[config.mk]
export PLATFORM = sky130hd
export DESIGN_NAME = alarm_chime_ctrl_flat
export DESIGN_NICKNAME = d
export VERILOG_FILES = /design/src/rtl/alarm_chime_ctrl_if.sv /design/src/rtl/alarm_chime_ctrl.sv /design/src/flat_wrapper.sv
export SDC_FILE = /design/constraint.sdc
export NUM_CORES = 1
export LEC_CHECK = 0
export ABC_AREA = 1
export CORE_ASPECT_RATIO = 0.6
export CORE_MARGIN = 5
export CORE_UTILIZATION = 38
export CTS_BUF_LIST = sky130_fd_sc_hd__clkbuf_8
export DETAILED_ROUTE_END_ITERATION = 7
export PLACE_DENSITY_LB_ADDON = 0.15
export SYNTH_ARGS = -nofsm -noshare
export SYNTH_HDL_FRONTEND = slang
export SYNTH_SLANG_ARGS = --single-unit
export TNS_END_PERCENT = 50
[constraint.sdc]
create_clock -name clk_i -period 1.69 [get_ports clk_i]
set_input_delay 0.2535 -clock clk_i [delete_from_list [all_inputs] [get_ports clk_i]]
set_output_delay 0.2535 -clock clk_i [all_outputs]
set_load 0.05 [all_outputs]
[src/rtl/alarm_chime_ctrl_if.sv]
// alarm_chime_ctrl_if: BCD time, alarm settings and buzzer requests between timekeeper and chime controller
interface alarm_chime_ctrl_if;
  logic       cp_1hz;
  logic [7:0] hour;
  logic [7:0] minute;
  logic [7:0] second;
  logic [7:0] alarm_hour;
  logic [7:0] alarm_min;
  logic       alarm_en;
  logic       chime_en;
  logic       ack;
  logic       should_tick;
  logic       is_time_up;
  logic       ringing;
  modport master (
    output cp_1hz, hour, minute, second, alarm_hour, alarm_min, alarm_en, chime_en, ack,
    input  should_tick, is_time_up, ringing
  );
  modport slave (
    input  cp_1hz, hour, minute, second, alarm_hour, alarm_min, alarm_en, chime_en, ack,
    output should_tick, is_time_up, ringing
  );
endinterface

[src/rtl/alarm_chime_ctrl.sv]
// alarm_chime_ctrl: hourly chime and alarm request generator for the buzzer; SNOOZE_EN builds the snooze feature
module alarm_chime_ctrl #(
  parameter logic [7:0] CHIME_START = 8'h55,
  parameter logic [6:0] RING_SECS   = 7'd60
`ifdef SNOOZE_EN
  ,
  parameter logic [8:0] SNOOZE_SECS = 9'd300,
  parameter logic [1:0] MAX_SNOOZE  = 2'd3
`endif
) (
  input logic               clk_i,
  input logic               nrst_i,
  alarm_chime_ctrl_if.slave bus
);
  typedef enum logic [1:0] {
    IDLE   = 2'd0,
`ifdef SNOOZE_EN
    SNOOZE = 2'd2,
`endif
    RING   = 2'd1
  } state_e;
  state_e     state_q, state_d;
  logic       sec_stb_q;
  logic [6:0] ring_cnt_q, ring_cnt_d;
  logic       should_tick_q, should_tick_d;
  logic       is_time_up_q;
  logic       ringing_q;
`ifdef SNOOZE_EN
  logic [8:0] snz_timer_q, snz_timer_d;
  logic [1:0] snooze_cnt_q, snooze_cnt_d;
`endif
  logic       chime_hit;
  logic       alarm_hit;
  assign chime_hit = bus.chime_en && bus.minute == 8'h59 && bus.second >= CHIME_START && bus.second <= 8'h59;
  assign alarm_hit = bus.hour == bus.alarm_hour && bus.minute == bus.alarm_min && bus.second == 8'h00;
  // Alarm FSM next state and counters; ack outranks the second strobe, disarm outranks both
  always_comb begin
    state_d    = state_q;
    ring_cnt_d = ring_cnt_q;
`ifdef SNOOZE_EN
    snz_timer_d  = snz_timer_q;
    snooze_cnt_d = snooze_cnt_q;
`endif
    if (!bus.alarm_en)
      state_d = IDLE;
    else
      case (state_q)
        IDLE:
          if (sec_stb_q && alarm_hit) begin
            state_d    = RING;
            ring_cnt_d = '0;
`ifdef SNOOZE_EN
            snooze_cnt_d = '0;
`endif
          end
        RING:
          if (bus.ack) begin
`ifdef SNOOZE_EN
            state_d     = snooze_cnt_q < MAX_SNOOZE ? SNOOZE : IDLE;
            snz_timer_d = '0;
`else
            state_d = IDLE;
`endif
          end else if (sec_stb_q) begin
            if (ring_cnt_q == RING_SECS - 7'd1)
              state_d = IDLE;
            else
              ring_cnt_d = ring_cnt_q + {6'd0, ring_cnt_q != 7'h7f};
          end
`ifdef SNOOZE_EN
        SNOOZE:
          if (bus.ack)
            state_d = IDLE;
          else if (sec_stb_q) begin
            if (snz_timer_q == SNOOZE_SECS - 9'd1) begin
              state_d      = RING;
              ring_cnt_d   = '0;
              snooze_cnt_d = snooze_cnt_q + {1'b0, snooze_cnt_q != 2'h3};
            end else
              snz_timer_d = snz_timer_q + {8'd0, snz_timer_q != 9'h1ff};
          end
`endif
        default: state_d = IDLE;
      endcase
  end
  // Chime request: sampled on each strobe and held between strobes, suppressed by ringing or chime disable
  always_comb begin
    should_tick_d = (state_d == RING || !bus.chime_en) ? 1'b0 : sec_stb_q ? chime_hit : should_tick_q;
  end
  // State, strobe delay and registered outputs
  always_ff @(posedge clk_i) begin
    if (!nrst_i) begin
      state_q       <= IDLE;
      sec_stb_q     <= 1'b0;
      ring_cnt_q    <= '0;
      should_tick_q <= 1'b0;
      is_time_up_q  <= 1'b0;
      ringing_q     <= 1'b0;
`ifdef SNOOZE_EN
      snz_timer_q  <= '0;
      snooze_cnt_q <= '0;
`endif
    end else begin
      state_q       <= state_d;
      sec_stb_q     <= bus.cp_1hz;
      ring_cnt_q    <= ring_cnt_d;
      should_tick_q <= should_tick_d;
      is_time_up_q  <= state_d == RING;
      ringing_q     <= state_d == RING;
`ifdef SNOOZE_EN
      snz_timer_q  <= snz_timer_d;
      snooze_cnt_q <= snooze_cnt_d;
`endif
    end
  end
  assign bus.should_tick = should_tick_q;
  assign bus.is_time_up  = is_time_up_q;
  assign bus.ringing     = ringing_q;
endmodule

[src/flat_wrapper.sv]
// flat-port wrapper written by rule: the top's interface ports become plain ports
module alarm_chime_ctrl_flat 
#(
  parameter logic [7:0] CHIME_START = 8'h55,
  parameter logic [6:0] RING_SECS   = 7'd60

)
  (clk_i, nrst_i, bus_cp_1hz, bus_hour, bus_minute, bus_second, bus_alarm_hour, bus_alarm_min, bus_alarm_en, bus_chime_en, bus_ack, bus_should_tick, bus_is_time_up, bus_ringing);
  alarm_chime_ctrl_if bus_i ();
  input logic clk_i;
  input logic nrst_i;
  input wire logic [$bits(bus_i.cp_1hz)-1:0] bus_cp_1hz;
  input wire logic [$bits(bus_i.hour)-1:0] bus_hour;
  input wire logic [$bits(bus_i.minute)-1:0] bus_minute;
  input wire logic [$bits(bus_i.second)-1:0] bus_second;
  input wire logic [$bits(bus_i.alarm_hour)-1:0] bus_alarm_hour;
  input wire logic [$bits(bus_i.alarm_min)-1:0] bus_alarm_min;
  input wire logic [$bits(bus_i.alarm_en)-1:0] bus_alarm_en;
  input wire logic [$bits(bus_i.chime_en)-1:0] bus_chime_en;
  input wire logic [$bits(bus_i.ack)-1:0] bus_ack;
  output wire logic [$bits(bus_i.should_tick)-1:0] bus_should_tick;
  output wire logic [$bits(bus_i.is_time_up)-1:0] bus_is_time_up;
  output wire logic [$bits(bus_i.ringing)-1:0] bus_ringing;
  assign bus_i.cp_1hz = bus_cp_1hz;
  assign bus_i.hour = bus_hour;
  assign bus_i.minute = bus_minute;
  assign bus_i.second = bus_second;
  assign bus_i.alarm_hour = bus_alarm_hour;
  assign bus_i.alarm_min = bus_alarm_min;
  assign bus_i.alarm_en = bus_alarm_en;
  assign bus_i.chime_en = bus_chime_en;
  assign bus_i.ack = bus_ack;
  assign bus_should_tick = bus_i.should_tick;
  assign bus_is_time_up = bus_i.is_time_up;
  assign bus_ringing = bus_i.ringing;
  alarm_chime_ctrl #(.CHIME_START(CHIME_START), .RING_SECS(RING_SECS)) u_core (.clk_i(clk_i), .nrst_i(nrst_i), .bus(bus_i));
endmodule
==> metrics.yaml, run 1 <==
hold_viol: 0
hold_start: "bus_cp_1hz"
end_kind: "register"
insertion_delay_ns: 0.24
cts.path.max_buffers: 2
gp_congestion: 0.909
final_cell_mix: "56 x nand2_1, 44 x clkdlybuf4s50_1, 34 x inv_1, 25 x nor2_1, 21 x buf_4"
wl_met2_um: 1590
ir_drop_mv: 0.255
syn_to_final_growth_pct: 72.5
met1_length_um: 1550
firstDrtPassIters: 4
cp-start-kind: "register"
yosysWarnings: 0
cts_root_buf: "clkbuf_8"
start_util: 0.413
wl_per_cell_um: 12.3
overflow: 0
top_layer: "met4"
die_area_um2: 4020
final_common_cell: "nand2_1"
worstSetupStartpoint: "u_core.ring_cnt_q[0]"
synthesis.nets: 237
antenna_found_initial: 0
cts_tree: "done"
path_max_fanout: 2
fin_crit_sh: 0.985
ys_seq_area_frac: 0.224
nFillCells: 221
die_w_um: 78.5
multi_input_area_um2: 739
p_leak_uw: 0.000916
instances_no_fill: 291
clk_pin_slew_ns: 0.05
routed_via_density: 4.63
drt_iter0_drc: 103
drive_gt1_frac: 0.189
rsz0062_at_grt: "true"
syn_area_per_cell_um2: 5.67
r2r-start: "u_core.ring_cnt_q[0]"
drv_slew: 0
grt_pass1_vias: 1225
final_antenna_net_count: 0
grt_pass1_wl_um: 5290
power-per-cell-area_nw_per_um2: 462
fp-row-count: 14
core_area_um2: 2590
diodes: 0
finalNetCount: 308
fmax_ghz: 0.601
place_inst: 282
fin_crit_ns: 1.66
ys_seq_elements: 12
ioPinCount: 49
synth.distinct_cells: 28
cap_violations: 0
clock-sinks: 12
cts_buffers: 3
arrival_ns: 1.84
seqCellArea_um2: 245
drcViolationCount: 0
status: "finished, final reports clean"
globalRouteTotalUtil: 0.167
fin_skew_ns: 0.00116
finalSetupViolCount: 0
crit_type: "reg -> reg"
die-height_um: 51.1
grt_max_degree: 10
port_buffers: 48
htreeDepth: 1
vias: 1348
netlist_instances: 189
r2r_slack_ns: 0.03
routed_wl_um: 3590
met3_length_um: 417
dpl.hpwl_um: 2570
synth_area_um2: 1070
required_ns: 1.86
total_power_uw: 854
worstHoldPathType: "in -> reg"
-- kinds of logic (layout without fill, tap and decap cells) --
group	after synthesis	count (layout)	share of synthesized area
buffers and inverters	40	110	0.144
other	1	1	0.00350
DFF	12	12	0.224
and+or+nand+nor	114	114	0.475
AOI/OAI and AO/OA	13	13	0.0724
xor gates and xnor gates	7	7	0.0572
adders and majority gates	2	2	0.0234
-- critical path: stages, from the launching register on --
cell	delay [ns]
dfxtp_2	0.34
inv_2	0.05
nor3_4	0.21
nand3_2	0.12
ha_4	0.19
ha_4	0.17
nand2_4	0.08
nor2_4	0.03
xnor2_1	0.11
nor2_1	0.09
nand3_1	0.07
a21oi_1	0.15
-- where the power goes --
| part | internal (µW) | switching [µW] | leakage [µW] | total (µW) |
|---|---|---|---|---|
| Clock | 206 | 111 | 0.0000288 | 317 |
| Combinational | 146 | 97.4 | 0.000788 | 244 |
| Sequential | 288 | 5.26 | 0.0000994 | 294 |
-- Yosys cell counts --
library cell  count  share of area
nand2_1          57           0.20
dfxtp_1          12           0.22
nand2_4           2          0.021
xnor2_1           4          0.033
nand4_1           3          0.018
nor3_2            1         0.0093
inv_2             1         0.0035
nand3_2           1         0.0093
a21oi_4           1          0.015
or2_1             2          0.012
inv_1            37           0.13
a31oi_1           1         0.0058
nand3_1          15          0.070
a21oi_1           8          0.037
nand3b_1          1         0.0070
ha_1              2          0.023
o21ai_0           2         0.0093
nand2_2           1         0.0058
nor2_2            1         0.0058
o21ai_1           1         0.0047
nor2_4            1          0.011
conb_1            1         0.0035
clkinv_1          1         0.0035
nor2_1           27          0.095
xor2_1            3          0.025
buf_4             1         0.0070
nor3b_1           1         0.0070
nor4_1            1         0.0058
-- final cells by class --
cell class / instances / area share
clock buffer: 4 / 0.0298
inverter: 39 / 0.0792
multi-input combinational: 137 / 0.400
sequential: 12 / 0.133
tap: 32 / 0.0217
timing repair buffer: 67 / 0.336
-- flip-flops by register name (all words and copies together), names as in the netlist --
name                    flops
u_core.ring_cnt_q           7
u_core.bus.is_time_up       1
u_core.state_q              2
u_core.bus.should_tick      1
u_core.sec_stb_q            1
-- timing repair --
item | CTS | global route
gates resized for setup | 13 | 9
hold buffers | 0 | 0
pin swaps | 17 | 9
endpoints found under the setup margin | 3 | 8
buffers inserted | 1 | 4
-- through the flow --
stage / util / setup TNS [ns] / area, µm² / setup slack (ns) / hold slack, ns
global placement: 0.649 / -0.566 / 1680 / -0.0807 / 0.562
global route: 0.713 / -0.199 / 1850 / -0.0525 / 0.596
CTS: 0.693 / -0.0201 / 1800 / -0.0173 / 0.552
detailed placement: 0.649 / -0.506 / 1680 / -0.0665 / 0.564
finish: 0.713 / 0 / 1850 / 0.0253 / 0.572
floorplan: - / 0 / 1070 / 0.0328 / 0.345
-- worst paths after layout --
path	end	cells past startpoint
worst min-delay path	u_core.sec_stb_q	3
worst max register to register	u_core.ring_cnt_q[6]	11
worst min register to register	u_core.ring_cnt_q[6]	3
worst max-delay path	u_core.ring_cnt_q[6]	11
-- metal layers --
layer | vias up | GRT usage
li1 | 714 | -
met1 | 553 | 0.214
met5 | - | 0
met3 | 7 | 0.0684
met2 | 74 | 0.269
met4 | 0 | 0.0291
No activity file was read; power rests on OpenSTA's default activity.
==> inputs of run 2 (changes only) <==
Settings changed: GPL_ROUTABILITY_DRIVEN from default to 0.
==> results of run 2 <==
Same layout as run 1: the final DEF is identical, and so are final timing and power.
==> inputs of run 3 (changes only) <==
Settings changed: CTS_CLUSTER_DIAMETER from default to 120, SLEW_MARGIN from default to 20.
==> results of run 3 <==
Same layout as run 1: the final DEF is identical, and so are final timing and power.
